<file path="config.mk">
export PLATFORM = sky130hd
export DESIGN_NAME = seq_left_rotator_flat
export DESIGN_NICKNAME = d
export VERILOG_FILES = /design/src/rtl/seq_left_rotator_if.sv /design/src/rtl/seq_left_rotator.sv /design/src/flat_wrapper.sv
export SDC_FILE = /design/constraint.sdc
export NUM_CORES = 1
export LEC_CHECK = 0
export CORE_ASPECT_RATIO = 0.8
export CORE_MARGIN = 4
export CORE_UTILIZATION = 40
export CTS_BUF_LIST = sky130_fd_sc_hd__clkbuf_8
export DETAILED_ROUTE_END_ITERATION = 8
export PLACE_DENSITY = 0.68
export REMOVE_ABC_BUFFERS = 1
export SLEW_MARGIN = 5
export SYNTH_ARGS = -nofsm -noshare
export SYNTH_HDL_FRONTEND = slang
export SYNTH_SLANG_ARGS = --single-unit
</file>
<file path="constraint.sdc">
create_clock -name clk -period 2.3 [get_ports clk]
set_input_delay 0.46 -clock clk [delete_from_list [all_inputs] [get_ports clk]]
set_output_delay 0.46 -clock clk [all_outputs]
set_load 0.01 [all_outputs]
</file>
<file path="src/rtl/seq_left_rotator_if.sv">
// seq_left_rotator_if
//   Request/result bundle for seq_left_rotator.
//   Parameter N: log2 of data width (W = 2**N).
//   Signals:
//     start   request, accepted when busy=0
//     a       W-bit operand, sampled on the accepting edge
//     amt     N-bit left amount, sampled on the accepting edge
//     logical 1=zero-fill shift, 0=rotate (present only with LOGICAL_SHIFT_EN)
//     y       W-bit registered result
//     busy    high while an operation is in flight (SHIFT/DONE)
//     done    one-cycle pulse when y is new
//   Modports: master drives the request, slave (the rotator) drives the result.
//   Optional feature macro: LOGICAL_SHIFT_EN
interface seq_left_rotator_if #(
  parameter int N = 4
);
  localparam int W = 1 << N;

  logic         start;
  logic [W-1:0] a;
  logic [N-1:0] amt;
`ifdef LOGICAL_SHIFT_EN
  logic         logical;
`endif
  logic [W-1:0] y;
  logic         busy;
  logic         done;

`ifdef LOGICAL_SHIFT_EN
  modport master (output start, a, amt, logical, input y, busy, done);
  modport slave  (input start, a, amt, logical, output y, busy, done);
`else
  modport master (output start, a, amt, input y, busy, done);
  modport slave  (input start, a, amt, output y, busy, done);
`endif
endinterface

</file>
<file path="src/rtl/seq_left_rotator.sv">
// seq_left_rotator
//   Multi-cycle left barrel rotator: one bit position per clock, registered
//   result and a one-cycle done pulse. Trades latency for area.
//   Parameter N: log2 of data width (W = 2**N), amount width N.
//   Ports:
//     clk    system clock, rising edge
//     reset  asynchronous active-high reset; aborts an in-flight operation
//     bus    seq_left_rotator_if.slave (start/a/amt[/logical] in, y/busy/done out)
//   Optional feature macro: LOGICAL_SHIFT_EN (adds zero-fill shift mode,
//   selected by bus.logical latched at acceptance).
module seq_left_rotator #(
  parameter int N = 4
) (
  input  logic                 clk,
  input  logic                 reset,
  seq_left_rotator_if.slave    bus
);
  localparam int W = 1 << N;

  typedef enum logic [1:0] {
    IDLE,
    SHIFT,
    DONE
  } state_t;

  state_t       r_state;
  logic [W-1:0] r_work;
  logic [N-1:0] r_cnt;
  logic [W-1:0] r_y;
  logic         r_busy;
  logic         r_done;
  logic [W-1:0] w_step;

`ifdef LOGICAL_SHIFT_EN
  logic         r_logical;

  always_comb begin
    w_step = {r_work[W-2:0], r_work[W-1]};
    if (r_logical) begin
      w_step = {r_work[W-2:0], 1'b0};
    end
  end
`else
  always_comb begin
    w_step = {r_work[W-2:0], r_work[W-1]};
  end
`endif

  always_ff @(posedge clk or posedge reset) begin
    if (reset) begin
      r_state   <= IDLE;
      r_work    <= '0;
      r_cnt     <= '0;
      r_y       <= '0;
      r_busy    <= 1'b0;
      r_done    <= 1'b0;
`ifdef LOGICAL_SHIFT_EN
      r_logical <= 1'b0;
`endif
    end else begin
      case (r_state)
        IDLE: begin
          r_done <= 1'b0;
          if (bus.start) begin
            r_work <= bus.a;
            r_cnt  <= bus.amt;
            r_busy <= 1'b1;
`ifdef LOGICAL_SHIFT_EN
            r_logical <= bus.logical;
`endif
            // Zero amount completes immediately so done follows acceptance by one cycle.
            if (bus.amt == '0) begin
              r_y     <= bus.a;
              r_done  <= 1'b1;
              r_state <= DONE;
            end else begin
              r_state <= SHIFT;
            end
          end
        end
        SHIFT: begin
          r_work <= w_step;
          r_cnt  <= r_cnt - 1'b1;
          // The last step writes the result directly, so y lands with the DONE entry.
          if (r_cnt == {{(N-1){1'b0}}, 1'b1}) begin
            r_y     <= w_step;
            r_done  <= 1'b1;
            r_state <= DONE;
          end
        end
        DONE: begin
          r_done  <= 1'b0;
          r_busy  <= 1'b0;
          r_state <= IDLE;
        end
        default: begin
          r_done  <= 1'b0;
          r_busy  <= 1'b0;
          r_state <= IDLE;
        end
      endcase
    end
  end

  assign bus.y    = r_y;
  assign bus.busy = r_busy;
  assign bus.done = r_done;
endmodule
</file>
<file path="src/flat_wrapper.sv">
// flat-port wrapper written by rule: the top's interface ports become plain ports
module seq_left_rotator_flat 
#(
  parameter int N = 4
)
  (clk, reset, bus_start, bus_a, bus_amt, bus_y, bus_busy, bus_done);
  seq_left_rotator_if #(.N(N)) bus_i ();
  input  logic clk;
  input  logic reset;
  input wire logic [$bits(bus_i.start)-1:0] bus_start;
  input wire logic [$bits(bus_i.a)-1:0] bus_a;
  input wire logic [$bits(bus_i.amt)-1:0] bus_amt;
  output wire logic [$bits(bus_i.y)-1:0] bus_y;
  output wire logic [$bits(bus_i.busy)-1:0] bus_busy;
  output wire logic [$bits(bus_i.done)-1:0] bus_done;
  assign bus_i.start = bus_start;
  assign bus_i.a = bus_a;
  assign bus_i.amt = bus_amt;
  assign bus_y = bus_i.y;
  assign bus_busy = bus_i.busy;
  assign bus_done = bus_i.done;
  seq_left_rotator #(.N(N)) u_core (.clk(clk), .reset(reset), .bus(bus_i));
endmodule
</file>
# --- Yosys cells after proc, flatten, opt, wreduce, memory -nomap -nowiden ---
# Cells that the tools add are included.
word_totals:
  reg_bits: 40
  in_bits: 23
  out_inout_bits: 18
  wordCells: 38
op_classes:
  n_mux: 18
  addsub: 1
  n_bitwise: 1
  n_eq_ne: 5
  reduce_logical: 7
ops:
  columns: ["cell", "count"]
  rows:
  - ["$mux W16", 4]
  - ["$pmux W16 S2", 2]
  - ["$pmux W4 S2", 1]
  - ["$mux W2", 3]
  - ["$reduce_and A2 Y1", 3]
  - ["$eq A4 B1 Y1 const B", 1]
  - ["$logic_not A4 Y1", 1]
  - ["$mux W1", 4]
  - ["$mux W4", 1]
  - ["$ne A2 B1 Y1 const B", 2]
  - ["$pmux W1 S2", 2]
  - ["$pmux W2 S2", 1]
  - ["$reduce_and A4 Y1", 1]
  - ["$sub A4 B1 Y4 const B", 1]
  - ["$eq A2 B1 Y1 const B", 1]
  - ["$logic_not A2 Y1", 1]
  - ["$ne A2 B2 Y1 const B", 1]
  - ["$reduce_bool A2 Y1", 1]
  - ["$not A1 Y1", 1]

# --- Depth between registers and ports, before layout ---
depth:
  word_depth: 4
  depth_mapped: 6
  ltp_nobuf: 5

# --- Worst setup path before layout ---
# No wires, ideal clock.
synth_path:
  path_type: "input -> register"
  startpoint: "input bus_amt[0]"
  endpoint: "register u_core.r_y[7], in the netlist u_core.bus.y[7]"
  arrival_ns: 1.740
  n_path_buf: 1
  required_ns: 2.175
  setup_time_ns: 0.125
  slack_ns: 0.435
  cell_stages: 4
  cell_sequence: "or4_4 -> o22ai_4 -> buf_12 -> mux2_4"
synth_between:
  elab_chain_len: 3
synth_rtl:
  columns: ["item", "line_no", "text"]
  rows:
  - ["start, declared", "flat_wrapper.sv:12", "input wire logic [$bits(bus_i.amt)-1:0] bus_amt;"]
  - ["$logic_not A4 Y1", "seq_left_rotator.sv:72", "if (bus.amt == '0) begin"]
  - ["$ne A2 B1 Y1 (no line)", null, null]
  - ["$reduce_and A4 Y1 (no line)", null, null]
  - ["end signal, assigned", "seq_left_rotator.sv:73", "r_y <= bus.a;"]
  - ["end signal, assigned", "seq_left_rotator.sv:86", "r_y <= w_step;"]
  - ["end, declared", "seq_left_rotator.sv:29", "logic [W-1:0] r_y;"]
# Every way passes these cells.
# A chain may end at the register's enable or synchronous reset.

# --- Final worst setup path ---
layout_path:
  startpoint: "input bus_amt[0]"
  endpoint: "register u_core.r_y[14], in the netlist u_core.bus.y[14]"
# The elaborated chain is that of the path after synthesis.

==> impl_results.md <==
- Maximum VDD drop: around 0.57 mV
- MaxCap Viol Count: 0
- Gpl congestion: 0.756
- CTS resizes: 0
- M2 GR Usage: around a fifth
- Global Route met1 Usage: between 10% and 20%
- Worst path bufs/invs: 2
- F_max: approximately 500 MHz
- Yosys top cell area share: 53.9%
- Grt met3 use: under 10%
- Leading post-synthesis cells by cell area: dfrtp_1, mux2_2, mux2i_1, inv_1, o21ai_0
- Crit-path slowest cell: or4_4
- HPWL after DPL: 2650 µm
- Die area: around 5800 µm²
- Layout Nets: 220
- Worst Path Arrival: around 2.2 ns
- CTS Buf Count: 5
- CTS sink cnt: 40
- Global-route wire length before repair: just over 6000 µm
- Synth cell types: 29
- Leak: about 1.0 nW
- Final worst path period share: 86.5%
- Global route hottest layer: met2
- P&R area growth vs syn: 31.6%
- # diodes: 0
- GRT Overall Usage: ~14%
- Root Driver: clkbuf_8
- Hold/Removal Path Class: reg2reg
- Status: complete, no violations
- Worst-Skew Late Latency: roughly 0.29 ns
- Required time worst endpoint: ~2.5 ns
- Post-Synth Simple-Gate Area: between 6 and 7%
- Port Buffers: 40
- Grt total ovfl: 0
- H-tree depth: 2
- Crit-path leading delay family: buffers and inverters
- Hold-fix buffers at CTS: 0
- CP startpoint kind: primary input
- RSZ-0062 raised after global routing: no
- Postcts setup bufs: 0
- Worst Max-Slew Pin Slew: approximately 0.50 ns
- Mapped cell area: approximately 1900 µm²
- Layout cells sized above 1: 24.0%
- Critical setup path kind: in2reg
- Pin count of the biggest net entering global routing: ~40
- Syn avg cell area: 12.6 µm²
- Register area share after synthesis: a little over half
- Critical-path cell list: clkdlybuf4s50_1, or4_4, o22ai_4, buf_12, mux2_2
- Slew headroom: 66.8%
- Area of the core: between 4000 and 5000 µm²
- CP max FO: 12
- DR WL/cell: roughly 15 µm
- DR pass1 iterations: 4
- Tot Pwr: ~3.3 mW
- Power Density: between 1000 and 1500 nW/µm²
- Max incr delay on CP: 0.58 ns
- DR DRC count: 0
- Hold Fails Final Rpt: 0
- Number of global-route vias before repair: 1342
- Ys Warns: 0
- Post-synthesis compound-gate area fraction: 8.48%
- WL final: between 3000 and 4000 µm
- Clk slew on worst S/H paths: around 0.07 ns
- Vias: around 1300
- Routed vias/inst: ~4.9
- Ys async rst share: between 90% and 100%
- Chip width: approximately 84 µm
- Yosys top cell by area: dfrtp_1
- Die extent in y: a little under 70 µm
- CTS tree: built
- Mux contribution to synthesized area: around a quarter
- Total I/O pin count: 41
- CP Capture Type: flip-flop
- Crit path time final: 1.99 ns
- Antenna Nets Post-Route: 0
- Pins Over Slew Limit: 0
- Ys flop type: dfrtp_1
- Rows: 21
- Mapped Cells: about 150
- Initial Utilization: 42.9%
- Layout filler cell count: roughly 380
- Synth Area in XOR/XNOR: 0%
- Yosys reg bits: 40
- # setup viols final: 0
- CTS Buffer Depth: 2
- Count leader, synth: dfrtp_1
- Post-route clock skew: approximately 0.0079 ns
- Main combinational cell family by area after synthesis: multiplexers
- EDFF count, synth: 0
- Final setup TNS: 0 ns
- Adder-cell area share of the yosys netlist: ~1.3%
- Initial DRC Count: 59
- Initial antenna violation count: 0
- Commonest cells post-synth: dfrtp_1, mux2_2, mux2i_1, inv_1
==> placed cells by master, fill, tap and decap left out, types with 2 or more instances in the layout <==
| cell type | instances |
|---|---|
| clkdlybuf4s50_1 | 40 |
| dfrtp_1 | 40 |
| mux2_2 | 25 |
| mux2i_1 | 14 |
| inv_1 | 12 |
| nand2_1 | 7 |
| o21ai_0 | 7 |
| buf_4 | 7 |
| clkbuf_8 | 6 |
| nor2_1 | 4 |
| a21oi_1 | 4 |
| nor2b_1 | 3 |
| o22ai_1 | 3 |
| nand2b_1 | 2 |
| mux2_4 | 2 |
| a22oi_1 | 2 |
| o2bb2ai_1 | 2 |
| ha_1 | 2 |
| clkinv_2 | 2 |
==> area by class of cell <==
| type | count | area [µm²] | area share [%] |
|---|---|---|---|
| Sequential cell | 40 | 1000 | 40.9 |
| Multi-Input combinational cell | 88 | 762 | 31.2 |
| Timing Repair Buffer | 48 | 473 | 19.3 |
| Clock buffer | 6 | 82.6 | 3.38 |
| Tap cell | 57 | 71.3 | 2.92 |
| Inverter | 12 | 45.0 | 1.84 |
| Clock inverter | 2 | 10.0 | 0.409 |
==> cell families (layout without fill, tap and decap cells) <==
kind of cell / count (synthesis) / count (layout)
compound gates: 23 / 23
flops: 40 / 40
mux: 41 / 41
buf+inv: 19 / 68
fa+ha+maj: 2 / 2
simple gates: 22 / 22
==> registers in the layout (all words and copies together) (netlist names) <==
signal and count:
u_core.bus.busy 1, u_core.bus.done 1, u_core.bus.y 16, u_core.r_cnt 4
u_core.r_state 2, u_core.r_work 16
==> path summary, 6_finish.rpt <==
| check | startpoint | cells past startpoint | slack, ns | endpoint |
|---|---|---|---|---|
| worst max-delay path | bus_amt[0] | 5 | 0.31 | u_core.bus.y[14]$_DFFE_PP0P_ |
| worst min-delay path | u_core.r_work[0]$_DFFE_PP0P_ | 2 | 0.48 | u_core.r_work[0]$_DFFE_PP0P_ |
| worst max register to register | u_core.r_cnt[1]$_DFFE_PP0P_ | 6 | 0.39 | u_core.bus.y[14]$_DFFE_PP0P_ |
| worst min register to register | u_core.r_work[0]$_DFFE_PP0P_ | 2 | 0.48 | u_core.r_work[0]$_DFFE_PP0P_ |
| max in group asynchronous | reset | 3 | 1.37 | u_core.r_work[1]$_DFFE_PP0P_ |
| min in group asynchronous | reset | 3 | 0.59 | u_core.bus.y[1]$_DFFE_PP0P_ |
==> report_power, final <==
group	total [mW]	internal, mW	leakage [nW]	switching (mW)
Sequential	1.29	1.05	0.483	0.236
Combinational	1.53	0.888	0.511	0.642
Clock	0.481	0.240	0.0510	0.241
Total	3.30	2.18	1.05	1.12
==> metal layers <==
layer / part of all wire, % / routed length [µm]
met4: 0.83 / 31
met3: 6.3 / 237
met1: 49 / 1810
met2: 44 / 1650
met5: 0 / 0
==> metrics by stage <==
step / hold WS (ns) / utilization (%) / cell area [µm²] / cells / worst slack, ns
3_3_place_gp: 0.460 / 54.3 / 2350 / 245 / 0.0589
6_report: 0.485 / 56.4 / 2440 / 253 / 0.312
2_1_floorplan: 0.446 / - / 1800 / 140 / 0.161
3_5_place_dp: 0.472 / 54.3 / 2350 / 245 / 0.00340
4_1_cts: 0.488 / 56.4 / 2440 / 253 / 0.304
5_1_grt: 0.524 / 56.4 / 2440 / 253 / 0.261
==> worst min-delay path, delay by kind of cell, from the launching register on <==
| kind | cells | cell delay (ns) |
|---|---|---|
| compound gates | 1 | 0.06 |
| simple gates | 1 | 0.05 |
| flops | 1 | 0.34 |
(Power assumes the default switching activity.)
